**config.mk**
```make
export PLATFORM = sky130hd
export DESIGN_NAME = dsp_mac_sequencer_flat
export DESIGN_NICKNAME = d
export VERILOG_FILES = /design/src/rtl/dsp_mac_sequencer_if.sv /design/src/rtl/dsp_mac_sequencer.sv /design/src/flat_wrapper.sv
export SDC_FILE = /design/constraint.sdc
export NUM_CORES = 1
export LEC_CHECK = 0
export ABC_AREA = 1
export CAP_MARGIN = 0
export CORE_MARGIN = 10
export CORE_UTILIZATION = 32
export CTS_CLUSTER_DIAMETER = 100
export DETAILED_ROUTE_END_ITERATION = 8
export GPL_TIMING_DRIVEN = 1
export PLACE_DENSITY = 0.87
export SLEW_MARGIN = 20
export SYNTH_ARGS = -nofsm -noshare
export SYNTH_HDL_FRONTEND = slang
export SYNTH_SLANG_ARGS = --single-unit
```
**constraint.sdc**
```tcl
create_clock -name i_clk -period 1.4 [get_ports i_clk]
set_input_delay 0.42 -clock i_clk [delete_from_list [all_inputs] [get_ports i_clk]]
set_output_delay 0.42 -clock i_clk [all_outputs]
set_load 0.02 [all_outputs]
```
**src/rtl/dsp_mac_sequencer_if.sv**
```systemverilog
// Operand-stream and result-stream handshake bundle for dsp_mac_sequencer.
// The sequencer uses the slave view; whatever feeds operands and drains results uses master.
interface dsp_mac_sequencer_if;
    logic        in_valid;
    logic        in_ready;
    logic [17:0] in_a;
    logic [17:0] in_b;
    logic        res_valid;
    logic        res_ready;
    logic [47:0] res_data;
    logic        res_cy;

    modport master (
        output in_valid, in_a, in_b, res_ready,
        input  in_ready, res_valid, res_data, res_cy
    );

    modport slave (
        input  in_valid, in_a, in_b, res_ready,
        output in_ready, res_valid, res_data, res_cy
    );
endinterface

```
**src/rtl/dsp_mac_sequencer.sv**
```systemverilog
// Control stage for a DSP48A1 slice: streams operand pairs, tags every slot with an OPMODE
// and returns the accumulated P with a carry that stays set once any slot carries.
//
// state | meaning
// IDLE  | waiting for the first beat of a frame
// FEED  | accepting the remaining beats; empty cycles issue HOLD
// DRAIN | last beat taken, waiting for its product to reach P
// HOLD  | result presented until the consumer takes it
module dsp_mac_sequencer #(
    parameter int N_TAPS     = 8,
    parameter int CNT_W      = 10,
    parameter int RESULT_LAT = 4
) (
    input  logic               i_clk,
    input  logic               i_rst,
    dsp_mac_sequencer_if.slave io_bus,
    output logic [17:0]        o_dsp_a,
    output logic [17:0]        o_dsp_b,
    output logic [7:0]         o_dsp_opmode,
    input  logic [47:0]        i_dsp_p,
    input  logic               i_dsp_carryout
);
    localparam logic [7:0] OP_FIRST = 8'h01;
    localparam logic [7:0] OP_ACC   = 8'h09;
    localparam logic [7:0] OP_HOLD  = 8'h08;
    localparam int         DRN_W    = ($clog2(RESULT_LAT) > 0) ? $clog2(RESULT_LAT) : 1;

    if (N_TAPS < 2 || N_TAPS > 1024) begin : g_chk_taps
        $error("dsp_mac_sequencer: N_TAPS must lie in 2..1024");
    end
    if ((2 ** CNT_W) < N_TAPS) begin : g_chk_cnt
        $error("dsp_mac_sequencer: CNT_W too narrow for N_TAPS");
    end
    if (RESULT_LAT < 2) begin : g_chk_lat
        $error("dsp_mac_sequencer: RESULT_LAT must be at least 2");
    end

    typedef enum logic [1:0] {S_IDLE, S_FEED, S_DRAIN, S_HOLD} state_t;

    state_t           r_state;
    state_t           w_next;
    logic [CNT_W-1:0] r_cnt;
    logic [DRN_W-1:0] r_drain;
    logic [7:0]       r_tag_pipe [RESULT_LAT];
    logic             r_cy;

    logic             w_accept;
    logic             w_last_beat;
    logic             w_drain_tc;
    logic             w_res_hs;
    logic             w_cy_slot;
    logic [7:0]       w_tag;

    assign w_accept    = io_bus.in_valid && io_bus.in_ready;
    assign w_last_beat = (r_state == S_FEED) && (r_cnt == CNT_W'(N_TAPS - 1));
    assign w_drain_tc  = (r_drain == '0);
    assign w_res_hs    = io_bus.res_valid && io_bus.res_ready;
    assign w_tag       = !w_accept ? OP_HOLD : ((r_state == S_IDLE) ? OP_FIRST : OP_ACC);

    always_ff @(posedge i_clk) begin
        if (i_rst) begin
            r_state <= S_IDLE;
        end else begin
            r_state <= w_next;
        end
    end

    always_comb begin
        w_next = r_state;
        case (r_state)
            S_IDLE:  if (w_accept) w_next = S_FEED;
            S_FEED:  if (w_accept && w_last_beat) w_next = S_DRAIN;
            S_DRAIN: if (w_drain_tc) w_next = S_HOLD;
            S_HOLD:  if (w_res_hs) w_next = S_IDLE;
            default: w_next = S_IDLE;
        endcase
    end

    always_comb begin
        io_bus.in_ready  = 1'b0;
        io_bus.res_valid = 1'b0;
        case (r_state)
            S_IDLE, S_FEED: io_bus.in_ready  = !i_rst;
            S_HOLD:         io_bus.res_valid = 1'b1;
            default:        ;
        endcase
    end

    // DRAIN lasts RESULT_LAT-1 cycles so HOLD lines up with the final P.
    always_ff @(posedge i_clk) begin
        if (i_rst) begin
            r_cnt   <= '0;
            r_drain <= '0;
        end else begin
            if (w_accept) begin
                if (r_state == S_IDLE) begin
                    r_cnt <= CNT_W'(1);
                end else if (w_last_beat) begin
                    r_cnt <= '0;
                end else begin
                    r_cnt <= r_cnt + CNT_W'(1);
                end
            end
            if (w_accept && w_last_beat) begin
                r_drain <= DRN_W'(RESULT_LAT - 2);
            end else if (r_state == S_DRAIN && !w_drain_tc) begin
                r_drain <= r_drain - DRN_W'(1);
            end
        end
    end

    always_ff @(posedge i_clk) begin
        if (i_rst) begin
            o_dsp_a <= '0;
            o_dsp_b <= '0;
        end else if (w_accept) begin
            o_dsp_a <= io_bus.in_a;
            o_dsp_b <= io_bus.in_b;
        end
    end

    // Stage k carries the tag issued k+1 cycles ago; stage 1 meets the slice's OPMODEREG.
    always_ff @(posedge i_clk) begin
        if (i_rst) begin
            for (int k = 0; k < RESULT_LAT; k++) begin
                r_tag_pipe[k] <= OP_HOLD;
            end
        end else begin
            r_tag_pipe[0] <= w_tag;
            for (int k = 1; k < RESULT_LAT; k++) begin
                r_tag_pipe[k] <= r_tag_pipe[k-1];
            end
        end
    end

    assign o_dsp_opmode = r_tag_pipe[1];
    assign w_cy_slot    = (r_tag_pipe[RESULT_LAT-1] != OP_HOLD) && i_dsp_carryout;

    always_ff @(posedge i_clk) begin
        if (i_rst) begin
            r_cy <= 1'b0;
        end else if (w_accept && r_state == S_IDLE) begin
            r_cy <= 1'b0;
        end else if (w_cy_slot) begin
            r_cy <= 1'b1;
        end
    end

    // The final slot's carry arrives with res_valid, so it is folded in combinationally.
    assign io_bus.res_data = i_dsp_p;
    assign io_bus.res_cy   = r_cy | w_cy_slot;
endmodule

```
**src/flat_wrapper.sv**
```systemverilog
// flat-port wrapper written by rule: the top's interface ports become plain ports
module dsp_mac_sequencer_flat 
#(
    parameter int N_TAPS     = 8,
    parameter int CNT_W      = 10,
    parameter int RESULT_LAT = 4
)
  (i_clk, i_rst, o_dsp_a, o_dsp_b, o_dsp_opmode, i_dsp_p, i_dsp_carryout, io_bus_in_valid, io_bus_in_a, io_bus_in_b, io_bus_res_ready, io_bus_in_ready, io_bus_res_valid, io_bus_res_data, io_bus_res_cy);
  dsp_mac_sequencer_if io_bus_i ();
  input  logic i_clk;
  input  logic i_rst;
  output logic [17:0] o_dsp_a;
  output logic [17:0] o_dsp_b;
  output logic [7:0] o_dsp_opmode;
  input  logic [47:0] i_dsp_p;
  input  logic i_dsp_carryout;
  input wire logic [$bits(io_bus_i.in_valid)-1:0] io_bus_in_valid;
  input wire logic [$bits(io_bus_i.in_a)-1:0] io_bus_in_a;
  input wire logic [$bits(io_bus_i.in_b)-1:0] io_bus_in_b;
  input wire logic [$bits(io_bus_i.res_ready)-1:0] io_bus_res_ready;
  output wire logic [$bits(io_bus_i.in_ready)-1:0] io_bus_in_ready;
  output wire logic [$bits(io_bus_i.res_valid)-1:0] io_bus_res_valid;
  output wire logic [$bits(io_bus_i.res_data)-1:0] io_bus_res_data;
  output wire logic [$bits(io_bus_i.res_cy)-1:0] io_bus_res_cy;
  assign io_bus_i.in_valid = io_bus_in_valid;
  assign io_bus_i.in_a = io_bus_in_a;
  assign io_bus_i.in_b = io_bus_in_b;
  assign io_bus_i.res_ready = io_bus_res_ready;
  assign io_bus_in_ready = io_bus_i.in_ready;
  assign io_bus_res_valid = io_bus_i.res_valid;
  assign io_bus_res_data = io_bus_i.res_data;
  assign io_bus_res_cy = io_bus_i.res_cy;
  dsp_mac_sequencer #(.N_TAPS(N_TAPS), .CNT_W(CNT_W), .RESULT_LAT(RESULT_LAT)) u_core (.i_clk(i_clk), .i_rst(i_rst), .io_bus(io_bus_i), .o_dsp_a(o_dsp_a), .o_dsp_b(o_dsp_b), .o_dsp_opmode(o_dsp_opmode), .i_dsp_p(i_dsp_p), .i_dsp_carryout(i_dsp_carryout));
endmodule
```
==> metrics, run 1 <==
drt wl/cell=16.11 µm; Gate Count Post-Synth=355; R2R Setup Slk=-0.25 ns; Critical R2R Launch=u_core.r_state[0]; Post-Syn Area=2729 µm²; CTS tree=done; Overflow after GRT=0; PortBufs=81; Critical Path Start=u_core.r_state[0]; Fin Clk Skew=0.009776 ns; Cell Pwr Density=1590 nW/µm²; fillers=708; status=complete, but fails checks; Cell variety after synth=25; DRC Markers=0; initial core utilization=33.05%; I/O pin cnt=184; Ys Warns=0; TNS Setup=-10.09 ns; DR pass1 iterations=4; Net Sw Frac=35.39%; DPL Wire Length=5383 µm; Comb pwr share=43.5%; RSZ-0062 raised after global routing=true; CTS H-tree depth=3; # rows=33; DRT iter0 DRCs=122; Leakage=2.056 nW; HP Class=reg2reg; cell type contributing the most total cell area after synthesis=dfxtp_1; flops & latches, synth=59; diode count=0; Vias/cell=4.639; P&R area growth vs syn=59.33%; WS Path Type=reg2reg; Tot GR Track Use=10.93%; mean post-synth cell area=7.687 µm²; maximum fanout along the worst path=8; Pint=4.468 mW; via count=2505; placer congestion estimate=0.7832; number of max-cap violations=0; met3 usage=6.656%; Routed WL=8702 µm; vias in the first global route=2407; met1 usage=10.89%; WP data required=1.62 ns; die footprint=12620 µm²; Clock Sinks=59; initial antenna violation count=0; Final ANT Viol Nets=0; largest net degree at the start of global routing=22; Hold WS=0.4091 ns; Core Footprint=8258 µm²; sequential element share of the synthesized area=43.28%; Worst Setup Slack post-DPL=-0.7113 ns; Final WS setup=-0.2507 ns; failing checks=negative setup slack; Most Crowded Layer GR=met2; worst hold start=u_core.r_tag_pipe[0][16]; final net count=525; critical path arrival=1.87 ns; power share of the clock group=25.8%; DP Area=3435 µm²; setup violators final=55; actual slew at the worst max-slew pin=0.6849 ns; Tmin final=1.651 ns; area occupied by multi-input gates=1446 µm²; clk slew on worst S/H paths=0.07 ns; Max Clock Freq=605.8 MHz; maximum vdd drop=0.0009058 V; Worst-Skew Late Latency=0.34 ns; post-route cell area=4348 µm²; Worst Reg-to-Reg Cells=12; CTS Buffer Depth=2; Hold-fix buffers, CTS=0; CTS buffer count=9; Slew Viols, Final=0; share of power burned in registers=30.7%; Final Hold Viols=0; switching power=2.447 mW; Crit Reg-Reg Endpoint=u_core.r_state[1]; Die X-Extent=112.3 µm; Reg area=1186 µm²; met2 usage=17.38%; first-pass GRT wire length=11370 µm; Worst Setup EP=u_core.r_state[1]; largest cells by area after synthesis=dfxtp_1, buf_4, nand2_1, nand3_1, inv_1; relative slew slack=53.99%; final period utilization=117.9%; CTS root buf=clkbuf_8; critical path endpoint category=register; Die Y-Extent=112.3 µm; share of cells above drive strength 1=46.90%; share of the synthesized area in the top cell type=43.28%; Startpoint Class=register
[routing by layer]
metal | routed length, µm | up-vias
met5 | 0 | -
met4 | 228 | 0
met3 | 801 | 24
met2 | 4435 | 112
met1 | 3238 | 1168
li1 | - | 1201
[power by group through the flow]
stage | combinational, mW | sequential [mW] | clock [mW]
after floorplan | 0.995 | 2.36 | 0
after global placement | 1.93 | 2.10 | 0
after detailed placement | 1.98 | 2.12 | 0
after CTS | 2.11 | 2.11 | 1.81
after global routing | 3.18 | 2.15 | 1.90
final | 3.00 | 2.13 | 1.78
[layout make-up]
class	count	area share [%]
Inverter	26	2.791
Clock buffer	12	3.568
Multi-Input combinational cell	207	33.27
Clock inverter	4	1.669
Timing Repair Buffer	127	28.40
Sequential cell	59	27.28
Tap cell	105	3.022
[flip-flops by register name, summed over array words and instances (netlist names)]
name	flops
u_core.r_drain	2
u_core.r_tag_pipe	8
u_core.r_state	2
u_core.o_dsp_b	18
u_core.o_dsp_a	18
u_core.r_cnt	10
u_core.r_cy	1
[kinds of logic after synthesis]
group                      synth area share (%)
and+or+nand+nor                           28.98
buffers and inverters                     21.18
DFF                                       43.28
AOI/OAI and AO/OA                         3.026
adders and majority gates                 2.751
xor gates and xnor gates                 0.6420
other                                    0.1374
[what timing repair did]
action,CTS,global route
gates cloned,1,5
endpoints found under the setup margin,93,78
gates resized for setup,157,158
buffers inserted,5,9
pin swaps,6,42
[per-stage QoR]
step | utilization (%) | power, mW | std cells
after floorplan | - | 3.357 | 360
after global placement | 41.59 | 4.035 | 504
after detailed placement | 41.59 | 4.097 | 504
after CTS | 46.32 | 6.039 | 526
after global routing | 52.65 | 7.234 | 540
final | 52.65 | 6.915 | 540
[worst min-delay path by stage]
stage                     slack, ns  cells past startpoint                       end
final                          0.41                      2  u_core.r_tag_pipe[0][24]
after global routing           0.43                      2  u_core.r_tag_pipe[0][24]
after CTS                      0.41                      1  u_core.r_tag_pipe[0][27]
after detailed placement       0.39                      1  u_core.r_tag_pipe[0][27]
after global placement         0.39                      1  u_core.r_tag_pipe[0][11]
after floorplan                0.39                      2  u_core.r_tag_pipe[0][24]
[synth_stat cells, drive strengths merged]
library cell  instances
conb                  1
dfxtp                59
xnor2                 1
xor2                  1
nor2                 23
a21o                  1
a21oi                11
buf                  64
or2                   3
inv                  26
nand2                96
o21ai                 4
nor3b                 1
nand3                48
clkbuf                5
nor3                  5
ha                    6
[cells in the final DEF (no fill, tap or decap), drive strengths merged]
cell,count
a21o,1
nor3,5
nand2,96
nand3,49
clkinvlp,1
nor3b,1
dlygate4sd2,1
bufinv,2
dfxtp,59
clkdlybuf4s15,9
inv,26
xnor2,1
xor2,1
clkdlybuf4s50,38
o21ai,4
or2,3
clkbuf,16
ha,6
conb,6
nor2,23
buf,74
a21oi,11
dlymetal6s2s,1
clkinv,1
[critical path: stages (launching register included)]
cell	delay (ns)
dfxtp_4	0.38
inv_4	0.05
ha_4	0.17
buf_6	0.12
inv_4	0.06
nand2_4	0.05
nand3_4	0.11
buf_12	0.14
inv_16	0.05
nand2_8	0.10
nand2_4	0.08
a21oi_1	0.16
nor2_1	0.07
(Power assumes the default switching activity.)
==> inputs of run 2 (changes only) <==
--- a/config.mk
+++ b/config.mk
@@ -7,7 +7,7 @@
 export LEC_CHECK = 0
 export ABC_AREA = 1
 export CAP_MARGIN = 0
-export CORE_MARGIN = 10
+export CORE_MARGIN = 4
 export CORE_UTILIZATION = 32
 export CTS_CLUSTER_DIAMETER = 100
 export DETAILED_ROUTE_END_ITERATION = 8
==> run 2 against run 1 <==
The run still ends with negative setup slack left. Die area decreased by 20%. Sequential cell count unchanged. Clock power about the same. Count of clock-buffer cells in the layout decreased by 1. Fmax increased by 1.4%. Critical path depth decreased by 7. Largest power group unchanged.
==> metrics, run 2 (synthesized netlist as in run 1, its figures left out) <==
via count=2549 (was 2505); Worst-Skew Late Latency=0.33 ns (was 0.34 ns); Routed WL=8012 µm (was 8702 µm); P&R area growth vs syn=54.70% (was 59.33%); power share of the clock group=25.8% (about the same); Die Y-Extent=100.3 µm (was 112.3 µm); Slew Viols, Final=0 (unchanged); first-pass GRT wire length=12190 µm (was 11370 µm); critical path arrival=1.21 ns (was 1.87 ns); Final ANT Viol Nets=0 (unchanged); Pint=4.407 mW (was 4.468 mW); Comb pwr share=42.5% (was 43.5%); largest net degree at the start of global routing=27 (was 22); Cell Count, Final, Fillers Out=540 (unchanged); CP max stage delay=0.36 ns (was 0.38 ns); initial antenna violation count=0 (unchanged); PortBufs=81 (unchanged); HP Class=reg2reg (unchanged); CTS H-tree depth=3 (unchanged); Max Clock Freq=614.5 MHz (was 605.8 MHz); vias in the first global route=2536 (was 2407); CTS tree=done (unchanged); diode count=0 (unchanged); most common cell after layout, fill and taps aside=nand2_1 (was dfxtp_1); Overflow after GRT=0 (unchanged); number of max-cap violations=0 (unchanged); final period utilization=116.2% (was 117.9%); clk slew on worst S/H paths=0.07 ns (about the same); drt wl/cell=14.84 µm (was 16.11 µm); # rows=33 (unchanged); placer congestion estimate=0.7848 (was 0.7832); Vias/cell=4.720 (was 4.639); status=complete, but fails checks (unchanged); Final WS setup=-0.2273 ns (was -0.2507 ns); Tot GR Track Use=15.32% (was 10.93%); maximum fanout along the worst path=2 (was 8); Hold WS=0.4045 ns (was 0.4091 ns); Net Sw Frac=35.18% (was 35.39%); Crit-path slowest cell=dfxtp_2 (was dfxtp_4); I/O pin cnt=184 (unchanged); CTS root buf=clkbuf_8 (unchanged); setup violators final=55 (unchanged); Final Hold Viols=0 (unchanged); Core Footprint=8258 µm² (unchanged); DRT iter0 DRCs=115 (was 122); failing checks=negative setup slack (unchanged); DRC Markers=0 (unchanged); initial core utilization=33.05% (unchanged); final net count=526 (was 525); Leakage=1.924 nW (was 2.056 nW); RSZ-0062 raised after global routing=true (unchanged); share of cells above drive strength 1=44.14% (was 46.90%); WP buf/inv=2 (was 5); DR pass1 iterations=4 (unchanged); Die X-Extent=100.3 µm (was 112.3 µm); DPL Wire Length=4691 µm (was 5383 µm); maximum vdd drop=0.0007844 V (was 0.0009058 V); CTS Buffer Depth=2 (unchanged); Clock Sinks=59 (unchanged); Tmin final=1.627 ns (was 1.651 ns); share of power burned in registers=31.7% (was 30.7%); Post-Place Cells=504 (unchanged); WS Path Type=reg2out (was reg2reg); critical path endpoint category=output pin (was register); Cell Pwr Density=1611 nW/µm² (was 1590 nW/µm²); commonest cells after routing, fill and taps aside=nand2_1, dfxtp_1, clkdlybuf4s50_1 (was dfxtp_1, nand2_1, clkdlybuf4s50_1); CTS buffer count=9 (unchanged); WP data required=0.98 ns (was 1.62 ns); CP delay by family, top=flip-flops (was buffers and inverters); die footprint=10070 µm² (was 12620 µm²); crit path cell chain=inv_4 -> ha_4 -> nor2_4 -> nor2_2 -> buf_6 (was inv_4 -> ha_4 -> buf_6 -> inv_4 -> nand2_4 -> nand3_4 -> buf_12 -> inv_16 -> nand2_8 -> nand2_4 -> a21oi_1 -> nor2_1); Startpoint Class=register (unchanged); switching power=2.392 mW (was 2.447 mW); largest registers=u_core.o_dsp_a: 18 flops, u_core.o_dsp_b: 18 flops, u_core.r_cnt: 10 flops (unchanged); Fin Clk Skew=0.006991 ns (was 0.009776 ns); Finished Core Util=51.12% (was 52.65%)
run 2: stage by stage:
stage	TNS, ns	total power, mW	instance area, µm²	setup WS, ns
after global placement	-28.37	4.001	3422	-0.7266
after CTS	-7.557	6.380	4058	-0.2334
after global routing	-11.20	7.139	4222	-0.3004
after floorplan	0	3.357	2755	0.006089
final	-8.209	6.799	4222	-0.2273
after detailed placement	-29.99	4.074	3422	-0.7160
run 2: timing repair:
item	CTS	global route
setup endpoints to repair	93	73
cloned	7	1
gates resized for setup	182	101
buffers inserted	7	10
hold buffers	0	0
pin swaps	7	29
run 2: layout make-up:
class	count	area [µm²]
timing repair buffer	126	1170
multi-input combinational	208	1386
clock inverter	4	73.82
inverter	26	112.6
clock buffer	11	151.4
timing repair inverter	1	8.758
sequential	59	1187
tap	105	131.4
fill	713	4036
run 2: path summary, 6_finish.rpt:
kind	startpoint	to	slack, ns	cells past startpoint
max reg2reg	u_core.r_state[0]	u_core.r_state[1]	-0.21	12
max	u_core.r_state[1]	io_bus_in_ready	-0.23	5
min	u_core.r_tag_pipe[0][0]	u_core.r_tag_pipe[0][8]	0.40	2
min reg2reg	u_core.r_tag_pipe[0][0]	u_core.r_tag_pipe[0][8]	0.40	2
run 2: power by group through the flow:
stage          combinational (mW)  sequential (mW)  clock (mW)
2_1_floorplan               0.995             2.36           0
6_report                     2.89             2.15        1.75
4_1_cts                      2.47             2.12        1.79
3_3_place_gp                 1.89             2.11           0
3_5_place_dp                 1.95             2.12           0
5_1_grt                      3.07             2.18        1.88
run 2: worst register-to-register path, cell delays in order (launching register included):
cell	delay, ns
dfxtp_4	0.38
inv_4	0.07
ha_4	0.15
buf_6	0.12
inv_4	0.04
nand2_4	0.07
nand3_4	0.16
inv_8	0.15
nand2_8	0.09
nand2_8	0.09
nand3_2	0.06
nand2_1	0.07
nor2_1	0.06
run 2: routing by layer:
metal	track usage, %	wire length (µm)	up-vias
li1	-	-	1211
met1	16.75	3033	1168
met2	25.99	4042	135
met3	5.629	640	35
met4	7.668	295	0
met5	0	0	-
